File: src/rtl/arp_reply_sched_pkg.sv
// arp_reply_sched_pkg: ARP/Ethernet frame types and constants, plus the reply builder.
// Revision: 1.0
`default_nettype none
package arp_reply_sched_pkg;

  localparam int          lp_ARP_FRM_SZ     = 42;
  localparam int          lp_ETH_MIN_FRM_SZ = 60;
  localparam logic [15:0] lp_ETHTYPE_ARP    = 16'h0806;
  localparam logic [15:0] lp_ARP_OPER_REPLY = 16'd2;

  // Declared in wire order, so the MSB byte of the packed struct is the first byte sent
  typedef struct packed {
    logic [47:0] dst_mac;
    logic [47:0] src_mac;
    logic [15:0] eth_type;
    logic [15:0] htype;
    logic [15:0] ptype;
    logic [7:0]  hlen;
    logic [7:0]  plen;
    logic [15:0] oper;
    logic [47:0] sha;
    logic [31:0] spa;
    logic [47:0] tha;
    logic [31:0] tpa;
  } ether_arp_frame_t;

  function automatic ether_arp_frame_t build_arp_reply(input ether_arp_frame_t req,
                                                       input logic [47:0]      hw,
                                                       input logic [31:0]      ip);
    ether_arp_frame_t rep;
    rep.dst_mac  = req.sha;
    rep.src_mac  = hw;
    rep.eth_type = lp_ETHTYPE_ARP;
    rep.htype    = 16'd1;
    rep.ptype    = 16'h0800;
    rep.hlen     = 8'd6;
    rep.plen     = 8'd4;
    rep.oper     = lp_ARP_OPER_REPLY;
    rep.sha      = hw;
    rep.spa      = ip;
    rep.tha      = req.sha;
    rep.tpa      = req.spa;
    return rep;
  endfunction

endpackage
`default_nettype wire

File: src/rtl/arp_reply_sched_if.sv
// arp_reply_sched_if: byte-wide MAC TX valid/ready bus.
// Revision: 1.0
`default_nettype none
interface arp_reply_sched_if;
  logic [7:0] mac_data_o;
  logic       mac_valid_o;
  logic       mac_ready_i;

  modport master (output mac_data_o, output mac_valid_o, input mac_ready_i);
  modport slave  (input mac_data_o, input mac_valid_o, output mac_ready_i);
endinterface
`default_nettype wire

File: src/rtl/arp_sched_fifo.sv
// arp_sched_fifo: synchronous first-word-fall-through FIFO for queued ARP requests.
// Revision: 1.0
`default_nettype none
module arp_sched_fifo #(
  parameter int WIDTH = 8,
  parameter int DEPTH = 4
) (
  input  wire logic                   clk,
  input  wire logic                   rst,
  input  wire logic                   push,
  input  wire logic                   pop,
  input  wire logic [WIDTH-1:0]       din,
  output      logic [WIDTH-1:0]       dout,
  output      logic                   full,
  output      logic                   empty,
  output      logic [$clog2(DEPTH):0] count
);
  localparam int AW = $clog2(DEPTH);

  logic [WIDTH-1:0] mem [DEPTH];
  logic [AW-1:0]    wr_ptr;
  logic [AW-1:0]    rd_ptr;
  logic             do_wr;
  logic             do_rd;

  assign full  = (count == (AW+1)'(DEPTH));
  assign empty = (count == '0);
  assign do_rd = pop && !empty;
  // A write into a full FIFO is legal when the head leaves on the same edge
  assign do_wr = push && (!full || do_rd);
  assign dout  = mem[rd_ptr];

  always_ff @(posedge clk) begin
    if (do_wr) mem[wr_ptr] <= din;
  end

  always_ff @(posedge clk) begin
    if (rst) begin
      wr_ptr <= '0;
      rd_ptr <= '0;
      count  <= '0;
    end else begin
      if (do_wr) wr_ptr <= wr_ptr + 1'b1;
      if (do_rd) rd_ptr <= rd_ptr + 1'b1;
      case ({do_wr, do_rd})
        2'b10:   count <= count + 1'b1;
        2'b01:   count <= count - 1'b1;
        default: count <= count;
      endcase
    end
  end
endmodule
`default_nettype wire

File: src/rtl/arp_reply_sched.sv
// arp_reply_sched: queues ARP requests and serialises replies MSB-first to the MAC with an IFG.
// Optional ARP_SCHED_PAD_EN pads each reply to the 60-byte Ethernet minimum. Revision: 1.0
`default_nettype none
module arp_reply_sched
  import arp_reply_sched_pkg::*;
#(
  parameter int FIFO_DEPTH = 4,
  parameter int IFG_CYCLES = 12
) (
  input  wire logic             clk,
  input  wire logic             rst,
  input  wire logic [47:0]      hw_addr_i,
  input  wire logic [31:0]      ip_addr_i,
  input  wire ether_arp_frame_t arp_pkt_i,
  input  wire logic             arp_pkt_valid_i,
  arp_reply_sched_if.master     mac_tx,
  output      logic             busy_o,
  output      logic [15:0]      drop_cnt_o
);
`ifdef ARP_SCHED_PAD_EN
  localparam int FRM_LEN = lp_ETH_MIN_FRM_SZ;
`else
  localparam int FRM_LEN = lp_ARP_FRM_SZ;
`endif
  localparam int SR_W  = FRM_LEN * 8;
  localparam int REQ_W = $bits(ether_arp_frame_t);
  localparam int GAP_W = (IFG_CYCLES > 1) ? $clog2(IFG_CYCLES) : 1;
  localparam int CNT_W = $clog2(FIFO_DEPTH) + 1;

  typedef enum logic [1:0] {
    ST_IDLE = 2'd0,
    ST_LOAD = 2'd1,
    ST_SEND = 2'd2,
    ST_IFG  = 2'd3
  } sched_state_t;

  sched_state_t     state;
  sched_state_t     state_nxt;
  logic [SR_W-1:0]  shift_reg;
  logic [SR_W-1:0]  load_val;
  logic [6:0]       byte_cnt;
  logic [GAP_W-1:0] gap_cnt;
  logic [REQ_W-1:0] fifo_dout;
  logic [CNT_W-1:0] fifo_count;
  logic             fifo_full;
  logic             fifo_empty;
  logic             pop;
  logic             push;
  logic             drop;
  logic             accept;
  logic             last_byte;
  ether_arp_frame_t reply;

  assign pop       = (state == ST_LOAD);
  assign push      = arp_pkt_valid_i && (!fifo_full || pop);
  assign drop      = arp_pkt_valid_i && !push;
  assign accept    = (state == ST_SEND) && mac_tx.mac_ready_i;
  assign last_byte = (byte_cnt == 7'(FRM_LEN - 1));
  assign reply     = build_arp_reply(ether_arp_frame_t'(fifo_dout), hw_addr_i, ip_addr_i);

`ifdef ARP_SCHED_PAD_EN
  // Pad bytes are zeros trailing the ARP payload and shift out within the same burst
  assign load_val = {reply, {(SR_W - REQ_W){1'b0}}};
`else
  assign load_val = reply;
`endif

  arp_sched_fifo #(
    .WIDTH (REQ_W),
    .DEPTH (FIFO_DEPTH)
  ) u_fifo (
    .clk   (clk),
    .rst   (rst),
    .push  (push),
    .pop   (pop),
    .din   (arp_pkt_i),
    .dout  (fifo_dout),
    .full  (fifo_full),
    .empty (fifo_empty),
    .count (fifo_count)
  );

  always_ff @(posedge clk) begin
    if (rst) state <= ST_IDLE;
    else     state <= state_nxt;
  end

  always_comb begin
    state_nxt = state;
    case (state)
      // A same-cycle strobe goes straight to LOAD; the entry lands in the FIFO on this edge
      ST_IDLE: if (fifo_count != '0 || arp_pkt_valid_i) state_nxt = ST_LOAD;
      ST_LOAD: state_nxt = ST_SEND;
      ST_SEND: if (accept && last_byte) state_nxt = ST_IFG;
      ST_IFG:  if (gap_cnt == GAP_W'(IFG_CYCLES - 1)) state_nxt = ST_IDLE;
      default: state_nxt = ST_IDLE;
    endcase
  end

  always_comb begin
    mac_tx.mac_valid_o = (state == ST_SEND);
    mac_tx.mac_data_o  = (state == ST_SEND) ? shift_reg[SR_W-1 -: 8] : 8'h00;
    busy_o             = !fifo_empty || (state != ST_IDLE);
  end

  always_ff @(posedge clk) begin
    if (rst) begin
      shift_reg  <= '0;
      byte_cnt   <= '0;
      gap_cnt    <= '0;
      drop_cnt_o <= '0;
    end else begin
      case (state)
        ST_LOAD: begin
          shift_reg <= load_val;
          byte_cnt  <= '0;
        end
        ST_SEND: if (accept) begin
          shift_reg <= {shift_reg[SR_W-9:0], 8'h00};
          byte_cnt  <= byte_cnt + 7'd1;
          gap_cnt   <= '0;
        end
        ST_IFG:  gap_cnt <= gap_cnt + 1'b1;
        default: ;
      endcase
      if (drop && drop_cnt_o != 16'hFFFF) drop_cnt_o <= drop_cnt_o + 16'd1;
    end
  end
endmodule
`default_nettype wire

File: src/flat_wrapper.sv
// flat-port wrapper written by rule: the top's interface ports become plain ports
module arp_reply_sched_flat import arp_reply_sched_pkg::*;
#(
  parameter int FIFO_DEPTH = 4,
  parameter int IFG_CYCLES = 12
)
  (clk, rst, hw_addr_i, ip_addr_i, arp_pkt_i, arp_pkt_valid_i, busy_o, drop_cnt_o, mac_tx_mac_data_o, mac_tx_mac_valid_o, mac_tx_mac_ready_i);
  arp_reply_sched_if mac_tx_i ();
  input  wire logic clk;
  input  wire logic rst;
  input  wire logic [47:0] hw_addr_i;
  input  wire logic [31:0] ip_addr_i;
  input  wire ether_arp_frame_t arp_pkt_i;
  input  wire logic arp_pkt_valid_i;
  output      logic busy_o;
  output      logic [15:0] drop_cnt_o;
  output wire logic [$bits(mac_tx_i.mac_data_o)-1:0] mac_tx_mac_data_o;
  output wire logic [$bits(mac_tx_i.mac_valid_o)-1:0] mac_tx_mac_valid_o;
  input wire logic [$bits(mac_tx_i.mac_ready_i)-1:0] mac_tx_mac_ready_i;
  assign mac_tx_mac_data_o = mac_tx_i.mac_data_o;
  assign mac_tx_mac_valid_o = mac_tx_i.mac_valid_o;
  assign mac_tx_i.mac_ready_i = mac_tx_mac_ready_i;
  arp_reply_sched #(.FIFO_DEPTH(FIFO_DEPTH), .IFG_CYCLES(IFG_CYCLES)) u_core (.clk(clk), .rst(rst), .hw_addr_i(hw_addr_i), .ip_addr_i(ip_addr_i), .arp_pkt_i(arp_pkt_i), .arp_pkt_valid_i(arp_pkt_valid_i), .mac_tx(mac_tx_i), .busy_o(busy_o), .drop_cnt_o(drop_cnt_o));
endmodule
File: config.mk
export PLATFORM = sky130hd
export DESIGN_NAME = arp_reply_sched_flat
export DESIGN_NICKNAME = d
export VERILOG_FILES = /design/src/rtl/arp_reply_sched_pkg.sv /design/src/rtl/arp_reply_sched_if.sv /design/src/rtl/arp_sched_fifo.sv /design/src/rtl/arp_reply_sched.sv /design/src/flat_wrapper.sv
export SDC_FILE = /design/constraint.sdc
export NUM_CORES = 1
export LEC_CHECK = 0
export CORE_MARGIN = 2
export CORE_UTILIZATION = 40
export DETAILED_ROUTE_END_ITERATION = 8
export GPL_ROUTABILITY_DRIVEN = 1
export PLACE_DENSITY = 0.69
export SLEW_MARGIN = 20
export SYNTH_ARGS = -nofsm -noshare
export SYNTH_HDL_FRONTEND = slang
export SYNTH_HIERARCHICAL = 1
export SYNTH_SLANG_ARGS = --single-unit
File: constraint.sdc
create_clock -name clk -period 16.9 [get_ports clk]
set_input_delay 4.225 -clock clk [delete_from_list [all_inputs] [get_ports clk]]
set_output_delay 4.225 -clock clk [all_outputs]
set_load 0.1 [all_outputs]
### After elaboration in Yosys (flattened, before gate mapping)

Memories as Yosys holds them, arrays and structs flattened. A register that Yosys moved wholly into a read port is not among the register bits.
Cells that the tools add are included.

| word-level totals | value |
|---|---|
| register bits | 372 |
| RAM bits | 1344 |
| word-level logic and storage cells | 69 |
| memories kept | 1 |

| operators by class | value |
|---|---|
| add/sub/neg operators | 7 |
| eq/ne operators | 13 |
| multiplexer cells | 16 |
| reduce and logical (&&, ||, !) cells | 24 |

Memory list:

| name | words | bits a word | rd ports | clocked after Yosys merged registers in | wr ports | line | text |
|---|---|---|---|---|---|---|---|
| u_core.u_fifo.mem | 4 | 336 | 1 | 1 | 1 | arp_sched_fifo.sv:20 | `logic [WIDTH-1:0] mem [DEPTH];` |

Operators by type and width:

| cell | number |
|---|---|
| one-hot mux 336 bit (2 select lines) | 1 |
| two-way mux 336 bit | 1 |
| adder 16 x 1 -> 16 bit, second input constant | 1 |
| != test 16 bit, second input constant | 1 |
| one-hot mux 7 bit (2 select lines) | 1 |
| two-way mux 2 bit | 5 |
| two-way mux 8 bit | 1 |
| != test 2 x 1 -> 1 bit, second input constant | 4 |
| one-hot mux 2 bit (4 select lines) | 1 |
| one-hot mux 4 bit (2 select lines) | 1 |
| nonzero test 2 bit | 4 |
| adder 7 x 1 -> 7 bit, second input constant | 1 |
| equality test 7 x 6 -> 1 bit, second input constant | 1 |
| logical AND 1 bit | 7 |
| two-way mux 7 bit | 1 |
| equality test 2 bit, second input constant | 3 |
| one-hot mux 3 bit (2 select lines) | 1 |
| adder 2 x 1 -> 2 bit, second input constant | 2 |
| adder 4 x 1 -> 4 bit, second input constant | 1 |
| equality test 2 x 1 -> 1 bit, second input constant | 2 |
| equality test 4 bit, second input constant | 1 |
| logical OR 1 bit | 4 |
| two-way mux 4 bit | 1 |
| AND reduction 2 bit | 2 |
| 9 further kinds | 12 |

### Logic depth before layout (Yosys ltp)

Gate-level depths: netlist (run 1).

| logic depth | value |
|---|---|
| depth in word-level cells | 7 |
| mapped depth | 12 |

### By module

The synthesis (run 1) kept the hierarchy.

By module, submodules not included:

| module | times used | cells an instance | area an instance (µm²) | sequential area each (µm²) |
|---|---|---|---|---|
| arp_sched_fifo | 1 | 1809 | 48856.9 | 40538.9 |
| arp_reply_sched | 1 | 1706 | 14955.6 | 7307.0 |

### Worst setup path after synthesis (run 1)

OpenSTA, ideal clock, no wires.

| timing | value |
|---|---|
| path kind | input -> register |
| start | in arp_pkt_valid_i |
| end | mem u_core/u_fifo/mem[0][0] (netlist bit) (enable) |
| setup time | 0.741 ns |
| arrival time | 12.391 ns |
| data required time | 16.159 ns |
| setup slack | 3.767 ns |
| stages | 3 |
| buffers on the path | 0 |
| cell sequence | a21boi_0 a21boi_1 and2_1 |

| between the ends | value |
|---|---|
| cells in the longest elaborated chain, start to end | 4 |

Ends and longest elaborated chain:

| element | line | text |
|---|---|---|
| start, declared | flat_wrapper.sv:14 | `input wire logic arp_pkt_valid_i;` |
| logical AND 1 bit | arp_reply_sched.sv:55 | `assign push = arp_pkt_valid_i && (!fifo_full \|\| pop);` |
| logical AND 1 bit | arp_sched_fifo.sv:30 | `assign do_wr = push && (!full \|\| do_rd);` |
| two-way mux 1 bit | arp_sched_fifo.sv:34 | `if (do_wr) mem[wr_ptr] <= din;` |
| two-way mux 1 bit (implied by the code) | arp_sched_fifo.sv:34 |  |
| end, declared | arp_sched_fifo.sv:20 |  |

Every way passes these cells.

### Final worst setup path (run 1)

| timing | value |
|---|---|
| start | reg u_core.state[0] |
| end | out mac_tx_mac_data_o[7] |

| between the ends | value |
|---|---|
| cells in the longest elaborated chain, start to end | 2 |

Ends and longest elaborated chain:

| element | line | text |
|---|---|---|
| start, declared | arp_reply_sched.sv:37 | `sched_state_t state;` |
| start signal, assigned | arp_reply_sched.sv:85 | `else state <= state_nxt;` |
| equality test 2 bit | arp_reply_sched.sv:102 | `mac_tx.mac_data_o = (state == ST_SEND) ? shift_reg[SR_W-1 -: 8] : 8'h00;` |
| two-way mux 8 bit | arp_reply_sched.sv:102 |  |
| end, declared | flat_wrapper.sv:17 | `output wire logic [$bits(mac_tx_i.mac_data_o)-1:0] mac_tx_mac_data_o;` |

Every way passes these cells.

==> metrics.yaml, run 1 <==
cts_max_path_buffers: 3
start_util: 0.403
worst_slack_ps: 9400
fp-row-count: 95
grt_use_total: 0.173
largest_register_ffs: 336
cpLargestDelayFamily: "buffers and inverters"
ios: 446
core_area_mm2: 0.0669
p_per_area_mw_per_mm2: 174
required_ps: 12680
nets: 2719
synth_cells: 2183
ant_nets: 0
hpwlAfterDp_mm: 37.0
dpl_worst_slack_ps: 8750
cts_tree: "built"
p_leak_nw: 10.5
crit_path_top_delay_cell: "clkdlybuf4s50_1"
vias: 17425
post_cts_resized: 0
clock.fmax_mhz: 133
synth.net_count: 2618
min_period_ps: 7500
path_clk_slew_ps: 60
drtIter0Drc: 1402
post_cts_buffers: 0
tightest_slew_ps: 1060
postSynthAreaPerCell_um2: 12.4
hold_buffers: 0
rsz0062_at_grt: "false"
setup_viol: 0
wire_per_inst_um: 19.0
max-cap-violations: 0
mostFrequentLayoutCells: "372 x dfxtp_1, 354 x nor2_1, 320 x edfxtp_1"
arrival_ps: 3280
layout_commonest_cell: "dfxtp_1"
cts.sinks: 694
hold_viol: 0
drtPass1Iterations: 5
syn_to_final_growth_pct: 18.0
vias_per_cell: 5.41
slew_viol_final: 0
dieArea_mm2: 0.0695
first_global_vias: 17266
fin_skew_ps: 29.3
hp-class: "flop to flop"
syn_area_mm2: 0.0270
slowest_delay_ps: 1150
drc: 0
ir_drop_mv: 0.136
cts_root_buffer: "clkbuf_16"
grt_pass1_wl_mm: 95.2
drive_above_1_share: 0.105
final_util: 0.476
crit_path_end_kind: "output port"
numPortBuffers: 189
cts-htree-levels: 3
crit_type: "flop to output port"
outcome: "finished clean"
post-route-period-util: 0.444
place.gp.congestion: 0.759
slew_headroom: 0.295
die_x_um: 264
clkLatencyLatePin_ps: 630
ys_warn_count: 6
critPathMaxFanout: 73
numCtsBuffers: 75
fp.dieH_um: 264
finalWirelength_mm: 61.1
antenna_found_initial: 5
grt_max_degree: 236
start_kind: "flop"
grt_overflow: 0
fin_hold_ws_ps: 482
timing.setup.tns_ps: 0
cp_num_buf_inv: 2
crit_path_cell_trace: "inv_1 > ha_4 > and2_1 > clkdlybuf4s50_1"
## power breakdown
part           internal [W]  switching (W)  leakage (nW)
Combinational      0.000581       0.000962          3.27
Sequential          0.00214       0.000210          6.01
Clock              0.000962       0.000671          1.23
## stage by stage
step           std cells  instance area, um^2  total power [W]
2_1_floorplan       2183                27000          0.00354
3_3_place_gp        3080                29300          0.00387
3_5_place_dp        3080                29300          0.00393
4_1_cts             3217                31800          0.00557
5_1_grt             3219                31800          0.00585
6_report            3221                31800          0.00553
## path summary, 6_finish.rpt
path	from	endpoint	slack (ps)	depth (start not counted)
min reg2reg	u_core/shift_reg[218]	u_core/shift_reg[226]	480	2
min	u_core/shift_reg[218]	u_core/shift_reg[226]	480	2
max	u_core/state[0]	mac_tx_mac_data_o[7]	9400	4
max reg2reg	u_core/state[0]	u_core/shift_reg[249]	12580	7
## worst min-delay path, delay by kind of cell (launching register included)
family          cells  cell delay, ps
flops               1             310
compound gates      1              70
simple gates        1              50
## area by class of cell
| type | count | area [um^2] |
|---|---|---|
| Multi-Input combinational cell | 1290 | 9040 |
| Clock buffer | 95 | 2060 |
| Antenna cell | 4 | 10.0 |
| Fill cell | 5782 | 35100 |
| Inverter | 16 | 60.1 |
| Timing Repair Buffer | 207 | 2050 |
| Clock inverter | 42 | 423 |
| Tap cell | 873 | 1090 |
| Sequential cell | 694 | 17100 |
## metal layers
layer,GRT usage,part of all wire,vias to the layer above
met5,0,0.00044,-
met2,0.290,0.48,383
met4,0.0525,0.022,4
li1,-,-,8353
met1,0.227,0.45,8585
met3,0.0357,0.052,100
(Power assumes the default switching activity.)
==> run 2: changes to the inputs <==
- PLACE_DENSITY: 0.69 -> 0.71
- clock period: 16.9 -> 6.18 ns (I/O delays scaled with it)
==> run 2 against run 1 <==
Via count is 0.41% lower; clock-buffer cell count rose by 16; die area is the same; cell count rose by 0.12%; combinational power grew to 2.8 times the previous value; first-iteration DRC count decreased by 6.6%; setup slack worse by 8100 ps; power rose to 2.7 times the previous value.
==> metrics.yaml, run 2 (same netlist as run 1, synthesis figures left out) <==
ant_nets: 0  # unchanged
met3_usage: 0.0351  # -0.000559
multi_input_comb_area_mm2: 0.00904  # unchanged
tightest_slew_ps: 1140  # +84.4 ps
p_per_area_mw_per_mm2: 471  # +170%
fp.dieH_um: 264  # unchanged
first_global_vias: 17235  # -0.18%
drtPass1Iterations: 5  # unchanged
cts_tree: "built"
setup_viol: 0  # unchanged
antenna_found_initial: 9  # +4
cts_root_buffer: "clkbuf_16"
syn_to_final_growth_pct: 18.3
ir_drop_mv: 0.329  # +140%
mostFrequentLayoutCells: "372 x dfxtp_1, 354 x nor2_1, 320 x edfxtp_1"
drc: 0  # unchanged
post_cts_resized: 0  # unchanged
clock.fmax_mhz: 205
place.gp.congestion: 0.771  # +1.5%
cts-htree-levels: 3  # unchanged
wire_per_inst_um: 18.6  # -2.1%
ff_latch_area_mm2: 0.0171  # unchanged
arrival_ps: 3330  # +50 ps
path_clk_slew_ps: 60  # about the same
timing.setup.tns_ps: 0  # unchanged
rsz0062_at_grt: "false"
post_cts_buffers: 0  # unchanged
vias: 17353  # -0.41%
grt_overflow: 0  # unchanged
slew_headroom: 0.236  # -0.0587
fin_skew_ps: 18.7  # -10.6 ps
start_util: 0.403  # unchanged
crit_path_end_kind: "output port"
hp-class: "flop to flop"
gr-usage-met1: 0.224  # -0.00270
post-route-period-util: 0.788
grt_max_degree: 175  # -26%
slew_viol_final: 0  # unchanged
drive_above_1_share: 0.0991  # -0.00537
busiest_layer: "met2"
fillCellCount: 5712  # -1.2%
nets: 2724  # +0.18%
numCtsBuffers: 74  # -1.3%
max-cap-violations: 0  # unchanged
numPortBuffers: 189  # unchanged
hold_buffers: 0  # unchanged
dieArea_mm2: 0.0695  # unchanged
ios: 446  # unchanged
min_period_ps: 4870
required_ps: 4640  # -8040 ps
p_leak_nw: 10.5  # about the same
core_area_mm2: 0.0669  # unchanged
grt_pass1_wl_mm: 93.9  # -1.4%
die_x_um: 264  # unchanged
outcome: "finished clean"
drtIter0Drc: 1309  # -6.6%
cts_max_path_buffers: 3  # unchanged
crit_type: "flop to output port"
start_kind: "flop"
worst_slack_ps: 1310  # -8090 ps
finalWirelength_mm: 59.9  # -2.0%
grt_use_total: 0.170  # -0.00344
vias_per_cell: 5.38  # -0.54%
layout_commonest_cell: "dfxtp_1"
fp-row-count: 95  # unchanged
final_util: 0.477  # +0.00106
hpwlAfterDp_mm: 37.1  # +0.17%
cts.sinks: 694  # unchanged
fin_hold_ws_ps: 484  # +2.09 ps
clkLatencyLatePin_ps: 620  # about the same
use_met2: 0.280  # -0.00998
critPathMaxFanout: 76  # +4.1%
hold_viol: 0  # unchanged
hold-path-cell-count: 2  # unchanged
reg2reg_depth: 7  # unchanged
dpl_worst_slack_ps: 1670  # -7080 ps
largest_register_ffs: 336  # unchanged
==> run 2: layout make-up <==
class / instances / share of cell area
Tap cell: 873 / 0.0342
Clock inverter: 26 / 0.00933
Clock buffer: 111 / 0.0665
Antenna cell: 2 / 0.000157
Sequential cell: 694 / 0.536
Multi-Input combinational cell: 1290 / 0.283
Timing Repair Buffer: 213 / 0.0686
Inverter: 16 / 0.00188
==> run 2: path summary, 6_finish.rpt <==
check	startpoint	to	slack [ps]
hold reg to reg	u_core/shift_reg[225]	u_core/shift_reg[225]	480
hold / removal	u_core/shift_reg[225]	u_core/shift_reg[225]	480
setup reg to reg	u_core/state[0]	u_core/byte_cnt[6]	2260
setup / recovery	u_core/state[0]	mac_tx_mac_data_o[6]	1310
==> run 2: layer usage <==
layer  up-vias  wire [um]
met5         -         64
met4        10       1560
met3       115       3090
met2       397      28600
met1      8451      26600
li1       8380          -
==> run 2: where the power goes <==
| group | leakage, nW | internal (W) | switching (W) |
|---|---|---|---|
| clock network | 1.18 | 0.00253 | 0.00182 |
| logic | 3.33 | 0.00164 | 0.00262 |
| registers | 6.01 | 0.00585 | 0.000559 |
| total | 10.5 | 0.0100 | 0.00500 |
==> run 2: critical path, stage by stage, from the launching register on <==
cell	delay, ps
dfxtp_1	340
inv_1	150
ha_4	700
and2_1	220
clkdlybuf4s50_1	1250
==> run 2: through the flow <==
step	cell area (um^2)	total power [W]	std cells
after floorplan	27000	0.00968	2183
after global placement	29500	0.0106	3085
after detailed placement	29500	0.0108	3085
after CTS	31900	0.0151	3222
after global routing	31900	0.0159	3225
final	31900	0.0150	3225
